File: src/rtl/conv3x3_pe_pkg.sv
// Shared constants for the 3x3 convolution PE: tap geometry, loader state
// encodings and the accumulator minimum-width rule.
package conv3x3_pe_pkg;

  localparam int NROWS  = 3;
  localparam int NCOLS  = 3;
  localparam int NTAPS  = NROWS * NCOLS;
  localparam int WIDX_W = 4;
  localparam int STAGES = 4;

  localparam logic [0:0] LD_LOAD  = 1'b0;
  localparam logic [0:0] LD_READY = 1'b1;

  // Nine products of w+ww bits need 4 guard bits to sum without overflow.
  function automatic int acc_min_width(input int w, input int ww);
    return w + ww + 4;
  endfunction

endpackage

File: src/rtl/conv3x3_wload.sv
// Serial weight loader: nine-entry weight file plus the LOAD/READY FSM that
// raises weights_ok once every tap has been written.
module conv3x3_wload
  import conv3x3_pe_pkg::*;
#(
  parameter int WWIDTH = 8
) (
  input  logic                           clk,
  input  logic                           rst,
  input  logic                           w_clr,
  input  logic                           w_valid,
  input  logic [WWIDTH-1:0]              w_in,
  output logic                           weights_ok,
  output logic [NTAPS-1:0][WWIDTH-1:0]   w_taps
);

  logic [0:0]                     state_q, state_d;
  logic [WIDX_W-1:0]              w_idx_q, w_idx_d;
  logic                           ok_q, ok_d;
  logic [NTAPS-1:0][WWIDTH-1:0]   w_q, w_d;

  always_comb begin
    state_d = state_q;
    w_idx_d = w_idx_q;
    ok_d    = ok_q;
    w_d     = w_q;
    if (w_clr) begin
      state_d = LD_LOAD;
      w_idx_d = '0;
      ok_d    = 1'b0;
    end else if (w_valid) begin
      if (state_q == LD_READY) begin
        // A write in READY restarts a full reload from tap 0.
        w_d[0]  = w_in;
        w_idx_d = WIDX_W'(1);
        ok_d    = 1'b0;
        state_d = LD_LOAD;
      end else begin
        for (int k = 0; k < NTAPS; k++)
          if (w_idx_q == WIDX_W'(k)) w_d[k] = w_in;
        if (w_idx_q == WIDX_W'(NTAPS - 1)) begin
          state_d = LD_READY;
          ok_d    = 1'b1;
          w_idx_d = '0;
        end else begin
          w_idx_d = w_idx_q + WIDX_W'(1);
        end
      end
    end
  end

  always_ff @(posedge clk or negedge rst) begin
    if (!rst) begin
      state_q <= LD_LOAD;
      w_idx_q <= '0;
      ok_q    <= 1'b0;
      w_q     <= '0;
    end else begin
      state_q <= state_d;
      w_idx_q <= w_idx_d;
      ok_q    <= ok_d;
      w_q     <= w_d;
    end
  end

  assign weights_ok = ok_q;
  assign w_taps     = w_q;

endmodule

File: src/rtl/conv3x3_pe.sv
// Four-stage 3x3 convolution PE: per-tap multiply, row sums, bias add,
// optional ReLU. One window per cycle; hold freezes every stage.
module conv3x3_pe
  import conv3x3_pe_pkg::*;
#(
  parameter int WIDTH     = 8,
  parameter int WWIDTH    = 8,
  parameter int ACC_WIDTH = 20
) (
  input  logic                   clk,
  input  logic                   rst,
  input  logic                   w_clr,
  input  logic                   w_valid,
  input  logic [WWIDTH-1:0]      w_in,
  output logic                   weights_ok,
  input  logic                   win_valid,
  input  logic [WIDTH*3-1:0]     win2,
  input  logic [WIDTH*3-1:0]     win1,
  input  logic [WIDTH*3-1:0]     win0,
  input  logic [ACC_WIDTH-1:0]   bias,
  input  logic                   relu_en,
  input  logic                   hold,
  output logic                   out_valid,
  output logic [ACC_WIDTH-1:0]   out,
  output logic [15:0]            out_cnt,
  output logic                   drop
);

  localparam int PW = WIDTH + WWIDTH;
  localparam int RW = PW + 2;

  if (ACC_WIDTH < acc_min_width(WIDTH, WWIDTH)) begin : g_acc_too_narrow
    $error("conv3x3_pe: ACC_WIDTH too narrow for WIDTH+WWIDTH+4");
  end

  typedef struct packed {
    logic                     relu;
    logic [NTAPS-1:0][PW-1:0] prod;
  } s1_t;

  typedef struct packed {
    logic                     relu;
    logic [NROWS-1:0][RW-1:0] row;
  } s2_t;

  typedef struct packed {
    logic                     relu;
    logic [ACC_WIDTH-1:0]     sum;
  } s3_t;

  logic [NTAPS-1:0][WWIDTH-1:0]      w_taps;
  logic [NROWS-1:0][NCOLS*WIDTH-1:0] rows;
  logic [NTAPS-1:0][WIDTH-1:0]       pix;
  logic [NTAPS-1:0][PW-1:0]          prod;

  conv3x3_wload #(.WWIDTH(WWIDTH)) u_wload (
    .clk        (clk),
    .rst        (rst),
    .w_clr      (w_clr),
    .w_valid    (w_valid),
    .w_in       (w_in),
    .weights_ok (weights_ok),
    .w_taps     (w_taps)
  );

  assign rows = {win2, win1, win0};

  for (genvar r = 0; r < NROWS; r++) begin : g_row
    for (genvar c = 0; c < NCOLS; c++) begin : g_col
      assign pix[NCOLS*r+c]  = rows[r][WIDTH*c +: WIDTH];
      assign prod[NCOLS*r+c] = PW'($signed(pix[NCOLS*r+c])) *
                               PW'($signed(w_taps[NCOLS*r+c]));
    end
  end

  logic              accept;
  logic [STAGES:0]   vld_pipe;
  logic [STAGES:1]   vld_q, vld_d;
  s1_t               s1_q, s1_d;
  s2_t               s2_q, s2_d;
  s3_t               s3_q, s3_d;
  logic [ACC_WIDTH-1:0] out_q, out_d;
  logic [15:0]       cnt_q, cnt_d;
  logic              drop_q, drop_d;

  assign accept   = win_valid & weights_ok & ~hold;
  assign vld_pipe = {vld_q, accept};

  always_comb begin
    vld_d  = vld_q;
    s1_d   = s1_q;
    s2_d   = s2_q;
    s3_d   = s3_q;
    out_d  = out_q;
    cnt_d  = cnt_q;
    drop_d = drop_q | (win_valid & ~weights_ok & ~hold);
    if (!hold) begin
      vld_d = vld_pipe[STAGES-1:0];
      if (vld_pipe[0]) begin
        s1_d.relu = relu_en;
        s1_d.prod = prod;
      end
      if (vld_pipe[1]) begin
        s2_d.relu = s1_q.relu;
        for (int r = 0; r < NROWS; r++)
          s2_d.row[r] = RW'($signed(s1_q.prod[NCOLS*r]))   +
                        RW'($signed(s1_q.prod[NCOLS*r+1])) +
                        RW'($signed(s1_q.prod[NCOLS*r+2]));
      end
      if (vld_pipe[2]) begin
        s3_d.relu = s2_q.relu;
        s3_d.sum  = ACC_WIDTH'($signed(s2_q.row[0])) +
                    ACC_WIDTH'($signed(s2_q.row[1])) +
                    ACC_WIDTH'($signed(s2_q.row[2])) + bias;
      end
      if (vld_pipe[3]) begin
        out_d = (s3_q.relu && s3_q.sum[ACC_WIDTH-1]) ? '0 : s3_q.sum;
        cnt_d = cnt_q + 16'd1;
      end
    end
  end

  always_ff @(posedge clk or negedge rst) begin
    if (!rst) begin
      vld_q  <= '0;
      s1_q   <= '0;
      s2_q   <= '0;
      s3_q   <= '0;
      out_q  <= '0;
      cnt_q  <= '0;
      drop_q <= 1'b0;
    end else begin
      vld_q  <= vld_d;
      s1_q   <= s1_d;
      s2_q   <= s2_d;
      s3_q   <= s3_d;
      out_q  <= out_d;
      cnt_q  <= cnt_d;
      drop_q <= drop_d;
    end
  end

  assign out_valid = vld_q[STAGES];
  assign out       = out_q;
  assign out_cnt   = cnt_q;
  assign drop      = drop_q;

endmodule

File: config.mk
export PLATFORM = sky130hd
export DESIGN_NAME = conv3x3_pe
export DESIGN_NICKNAME = d
export VERILOG_FILES = /design/src/rtl/conv3x3_pe_pkg.sv /design/src/rtl/conv3x3_wload.sv /design/src/rtl/conv3x3_pe.sv
export SDC_FILE = /design/constraint.sdc
export NUM_CORES = 2
export LEC_CHECK = 0
export BUFFER_PORTS_ARGS = -buffer_cell sky130_fd_sc_hd__buf_2
export CELL_PAD_IN_SITES_DETAIL_PLACEMENT = 1
export CELL_PAD_IN_SITES_GLOBAL_PLACEMENT = 1
export CORE_MARGIN = 3
export CORE_UTILIZATION = 25
export DETAILED_ROUTE_END_ITERATION = 8
export GPL_TIMING_DRIVEN = 0
export PLACE_DENSITY_LB_ADDON = 0.1
export SLEW_MARGIN = 20
export SYNTH_ARGS = -nofsm -noshare
export SYNTH_HDL_FRONTEND = slang
export SYNTH_HIERARCHICAL = 1
export SYNTH_SLANG_ARGS = --single-unit
File: constraint.sdc
create_clock -name clk -period 5 [get_ports clk]
set_input_delay 0.75 -clock clk [delete_from_list [all_inputs] [get_ports clk]]
set_output_delay 0.75 -clock clk [all_outputs]
set_load 0.005 [all_outputs]
# Word-level counts from Yosys, hierarchy flattened
# Index checks and enable logic that the tools add are counted.
[word_totals] register_bits=340 output_inout_bits=39
[op_classes] add_sub_neg=11 multipliers=9 eq_ne=8 muxes=15 bitwise=9 reduce_logical=19
[op_table] operator="multiplier 8 x 8 -> 16 bit" n=9
[op_table] operator="adder 17 x 16 -> 18 bit" n=3
[op_table] operator="adder 16 x 16 -> 17 bit" n=3
[op_table] operator="AND reduction 4 bit" n=8
[op_table] operator="adder 19 x 18 -> 20 bit" n=1
[op_table] operator="adder 20 bit" n=1
[op_table] operator="2-to-1 mux 20 bit" n=1
[op_table] operator="adder 18 x 18 -> 19 bit" n=1
[op_table] operator="adder 16 x 1 -> 16 bit, second input constant" n=1
[op_table] operator="== test 4 x 3 -> 1 bit, second input constant" n=4
[op_table] operator="2-to-1 mux 4 bit" n=4
[op_table] operator="2-to-1 mux 8 bit" n=2
[op_table] operator="AND reduction 2 bit" n=5
[op_table] operator="== test 4 x 2 -> 1 bit, second input constant" n=2
[op_table] operator="2-to-1 mux 1 bit" n=8
[op_table] operator="adder 4 x 1 -> 4 bit, second input constant" n=1
[op_table] operator="bitwise AND 1 bit" n=4
[op_table] operator="== test 4 x 1 -> 1 bit, second input constant" n=1
[op_table] operator="== test 4 bit, second input constant" n=1
[op_table] operator="logical NOT 4 bit" n=1
[op_table] operator="inverter 1 bit" n=4
[op_table] operator="nonzero test 2 bit" n=2
[op_table] operator="AND reduction 3 bit" n=1
[op_table] operator="nonzero test 3 bit" n=1
[op_table] operator="other kinds (2)" n=2

# Logic depth before layout (Yosys ltp)
[depth] word_depth=5 depth_mapped=18

# Modules after synthesis
# Netlist, hierarchy kept.
[modules_own_cells] mod="conv3x3_pe" n_inst=1 cells_per_inst=3893 area_each_um2=36623.9 seq_area_each_um2=6556.3
[modules_own_cells] mod="conv3x3_wload" n_inst=1 cells_per_inst=203 area_each_um2=3224.3 seq_area_each_um2=1951.9

# Worst setup path after synthesis
# Ideal clock, no wire load.
[synth_path] path_type="input-to-reg" start="input port win1[22]" end="register s1_q[94] (netlist name)" t_arrival_ps=4496 slack_ps=372 cell_stages=16 cell_sequence="and2_1 > fa_1 > inv_1 > fa_1 > inv_1 > fa_1 > inv_1 > fa_1 > inv_1 > ha_1 > o21ai_0 > a21boi_1 > o31a_1 > o211ai_1 > a2111oi_0 > or3b_1"
[synth_between] elab_chain_cells=1
[synth_rtl] item="start: declaration" line_no="conv3x3_pe.sv:18" rtl="input logic [WIDTH*3-1:0] win1,"
[synth_rtl] item="multiplier 8 x 8 -> 16 bit" line_no="conv3x3_pe.sv:71" rtl="assign prod[NCOLS*r+c] = PW'($signed(pix[NCOLS*r+c])) *"
[synth_rtl] item="end signal: assignment" line_no="conv3x3_pe.sv:126" rtl="s1_q <= '0;"
[synth_rtl] item="end signal: assignment" line_no="conv3x3_pe.sv:134" rtl="s1_q <= s1_d;"
[synth_rtl] item="end: declaration" line_no="conv3x3_pe.sv:79" rtl="s1_t s1_q, s1_d;"
# Every way passes these cells.
# A chain may end at the register's enable or synchronous reset.

# Final worst setup path
[layout_path] start="register u_wload.w_q (netlist bit u_wload/w_taps[57])" end="register s1_q[126] (netlist name)"
[layout_between] elab_chain_cells=1
[layout_rtl] item="start: declaration" line_no="conv3x3_wload.sv:20" rtl="logic [NTAPS-1:0][WWIDTH-1:0] w_q, w_d;"
[layout_rtl] item="start signal: assignment" line_no="conv3x3_wload.sv:62" rtl="w_q <= w_d;"
[layout_rtl] item="multiplier 8 x 8 -> 16 bit" line_no="conv3x3_pe.sv:71"
# Every way passes these cells.

==> flow_summary.toml <==
[status]
run_status = "finished clean"

[global_routing]
antenna_found_initial = 20
grt_pass1_vias = 31600
overflow = 0
grt_max_degree = 83
track_usage_pct = 16.4
grt_pass1_wl_mm = 204

[floorplanning]
floorplan.die.height_um = 405
io_pins = 146
dieWidth_um = 405
placement_rows = 145
coreArea_um2 = 157000
die_area_um2 = 164000
initial_utilization_pct = 25.3

[placement]
gp_congestion = 0.769
dp_hpwl_mm = 107
pre_cts_slack_ns = -0.363
dpl.cell_count = 6303
buffer_ports.inserted = 145

[final_layout]
stdcell_count = 6391
drive_gt1_share_pct = 8.63
mostFrequentLayoutCells = "sky130_fd_sc_hd__inv_1, sky130_fd_sc_hd__fa_1, sky130_fd_sc_hd__nand2_1"
leading_cell_type_in_the_layout_fill_and_taps_excluded = "sky130_fd_sc_hd__inv_1"
area_growth_pct = 12.6
num-nets-final = 5316

[setup_path]
worstSetupEndpointType = "flop"
worst-r2r-cell-count = 16
criticalPathCategory = "flop to flop"
critPathRequiredTime_ns = 5.47
crit_path_launch_type = "flop"
reg2reg_from = "u_wload/w_taps[57]"
worstReg2RegEnd = "s1_q[126]"
crit_path_arrival_time_ns = 5.25
worst-r2r-setup-slack_ns = 0.22
critPathMaxFanout = 9

[drt]
initialDrtViolationCount = 1205
final_wirelength_mm = 131
post_drt_wl_per_cell_um = 20.6
post-route-drc-count = 0
dr.pass1.iters = 4
final_antenna_net_count = 0
routed_via_density = 4.45
detailroute.via_count = 28400

[synthesis]
synth_top_area_cell = "sky130_fd_sc_hd__fa_1"
post_synth.cell_area_avg_um2 = 9.73
ys_seq_elements = 340
synth-async-reset-ratio_pct = 100
yosysTopAreaCellShare_pct = 29.3
synth.distinct_cells = 78
synth_edf_count = 0
synth-seq-area-share_pct = 21.4
synth_top_cells_by_area = "sky130_fd_sc_hd__fa_1, sky130_fd_sc_hd__dfrtp_1, sky130_fd_sc_hd__ha_1, sky130_fd_sc_hd__inv_1, sky130_fd_sc_hd__and2_1"
syn_area_um2 = 39800
top_flip_flop_cell_by_instance_count_after_synthesis = "sky130_fd_sc_hd__dfrtp_1"
synthesis.nets = 5121
synthesis.instances = 4096
yosys_warnings = 6

[timing]
fin_skew_ns = 0.0356
layout_setup_ws_ns = 0.220
layout_min_cycle_time_ns = 4.78
slew-limit-headroom_pct = 25.2
worst-slew-pin-transition_ns = 1.12
finalSetupViolCount = 0
final_min_period_over_clock_period_pct = 95.6
finalHoldViolCount = 0
rsz0062_at_grt = "true"
timing.final.max_slew_violations = 0
fmaxAchievable_mhz = 209

[clocking]
ctsLongestPathBuffers = 3
tritoncts = "built"
cts_root_buf = "sky130_fd_sc_hd__clkbuf_16"
clk_lat_worst_skew_ns = 0.62
cts_inserted_buffers = 45
clkSinkCount = 340
path_clk_slew_ns = 0.06
cts_hold_buf = 0
htreeDepth = 2

[flow_run]
drv_cap = 0

[worst_hold_path]
hold_path.class = "input port to asynchronous set/reset pin"

[pwr]
worst_ir_drop_on_vdd_mv = 0.418
power.density_nw_per_um2 = 424
leakage_uw = 0.0223
-- worst max path at each step --
stage                                  start                  to  slack (ns)
after detailed placement             win2[5]           s1_q[107]       -0.36
after global routing      u_wload/w_taps[57]           s1_q[126]       -0.03
final                     u_wload/w_taps[57]           s1_q[126]        0.22
after floorplan                     win1[22]            s1_q[94]        0.37
after CTS                 u_wload/w_taps[50]           s1_q[111]       0.007
after global placement                   rst  u_wload/w_taps[15]       -4.70
-- timing repair --
item	in CTS	in global routing
gates resized for setup	3	29
setup buffers	0	0
pin swaps	0	2
endpoints found under the hold margin	0	0
setup endpoints to repair	3	20
-- final cells by class --
cell class / count / area (um^2)
timing repair buffer: 149 / 846
buffer: 64 / 275
sequential: 340 / 8520
multi-input combinational: 2939 / 28300
tap: 2058 / 2570
inverter: 752 / 2820
fill: 18000 / 112000
clock inverter: 18 / 228
clock buffer: 61 / 1270
antenna: 10 / 25.0
-- Yosys cell counts (8+ instances only) --
library cell / number
sky130_fd_sc_hd__nor3_1: 43
sky130_fd_sc_hd__o21bai_1: 15
sky130_fd_sc_hd__inv_1: 752
sky130_fd_sc_hd__clkbuf_1: 46
sky130_fd_sc_hd__a211oi_1: 31
sky130_fd_sc_hd__nor2b_1: 58
sky130_fd_sc_hd__nor3b_1: 12
sky130_fd_sc_hd__a22o_1: 20
sky130_fd_sc_hd__a21boi_0: 11
sky130_fd_sc_hd__a2111oi_0: 8
sky130_fd_sc_hd__o21ai_0: 188
sky130_fd_sc_hd__a21o_1: 50
sky130_fd_sc_hd__fa_1: 584
sky130_fd_sc_hd__dfrtp_1: 340
sky130_fd_sc_hd__and3_1: 9
sky130_fd_sc_hd__xor2_1: 50
sky130_fd_sc_hd__o31a_1: 11
sky130_fd_sc_hd__o21a_1: 36
sky130_fd_sc_hd__nand2_1: 491
sky130_fd_sc_hd__o211ai_1: 22
sky130_fd_sc_hd__nor2_1: 78
sky130_fd_sc_hd__ha_1: 334
sky130_fd_sc_hd__a31oi_1: 18
sky130_fd_sc_hd__nand3b_1: 12
sky130_fd_sc_hd__and2_1: 358
sky130_fd_sc_hd__a21oi_1: 91
sky130_fd_sc_hd__buf_1: 10
sky130_fd_sc_hd__o2111ai_1: 10
sky130_fd_sc_hd__mux2_2: 79
sky130_fd_sc_hd__nand3_1: 40
sky130_fd_sc_hd__o31ai_1: 37
sky130_fd_sc_hd__xnor2_1: 126
sky130_fd_sc_hd__nand2b_1: 34
-- sequential cells by signal, indices dropped and copies added (netlist names), 4 cells and up --
| name | count |
|---|---|
| s1_q | 145 |
| u_wload/w_taps | 72 |
| s2_q | 55 |
| s3_q | 21 |
| out | 20 |
| out_cnt | 16 |
| u_wload/w_idx_q | 4 |
| vld_q | 4 |
-- metrics by stage --
step | total power [uW] | area (um^2) | util [%] | TNS [ns] | hold slack [ns]
finish | 19000 | 44900 | 28.5 | 0 | 0.0477
global route | 21300 | 44900 | 28.5 | -0.0330 | 0.0370
CTS | 19700 | 44800 | 28.5 | 0 | 0.00666
detailed placement | 16000 | 43300 | 27.5 | -4.03 | 0.467
global placement | 16000 | 43100 | 27.4 | -1576.93 | 0.456
floorplan | 11800 | 39800 | - | 0 | 0.439
-- routing by layer --
| metal | vias to the layer above | GRT usage (%) | part of all wire [%] |
|---|---|---|---|
| met5 | - | 0 | 0.021 |
| met4 | 6 | 2.69 | 1.6 |
| met3 | 86 | 1.54 | 3.3 |
| met2 | 323 | 26.8 | 46 |
| met1 | 14600 | 23.8 | 49 |
| li1 | 13400 | - | - |
-- where the power goes --
part	leakage, uW	internal [uW]	switching [uW]	total [uW]
combinational	0.0170	4960	7310	12300
clock	0.000728	1980	1440	3420
sequential	0.00461	2960	366	3330
-- worst max-delay path, cell delays in order, from the launching register on --
cell and delay (ns):
sky130_fd_sc_hd__dfrtp_1 0.51, sky130_fd_sc_hd__and2_1 0.24, sky130_fd_sc_hd__fa_1 0.51, sky130_fd_sc_hd__inv_1 0.06, sky130_fd_sc_hd__fa_1 0.50, sky130_fd_sc_hd__inv_1 0.05, sky130_fd_sc_hd__fa_1 0.56, sky130_fd_sc_hd__inv_1 0.06
sky130_fd_sc_hd__fa_1 0.48, sky130_fd_sc_hd__inv_1 0.04, sky130_fd_sc_hd__ha_1 0.32, sky130_fd_sc_hd__o21ai_0 0.16, sky130_fd_sc_hd__a21boi_2 0.12, sky130_fd_sc_hd__o31a_1 0.29, sky130_fd_sc_hd__o211ai_1 0.40, sky130_fd_sc_hd__a2111oi_1 0.14
sky130_fd_sc_hd__nand3b_1 0.23
-- kinds of logic after synthesis --
family | share of synthesized area (%)
AOI/OAI and AO/OA | 9.86
xor gates and xnor gates | 3.87
adders and majority gates | 39.8
buffers and inverters | 7.76
DFF | 21.4
muxes | 2.28
and+or+nand+nor | 15.0
Power figures use the tool's default switching activity.
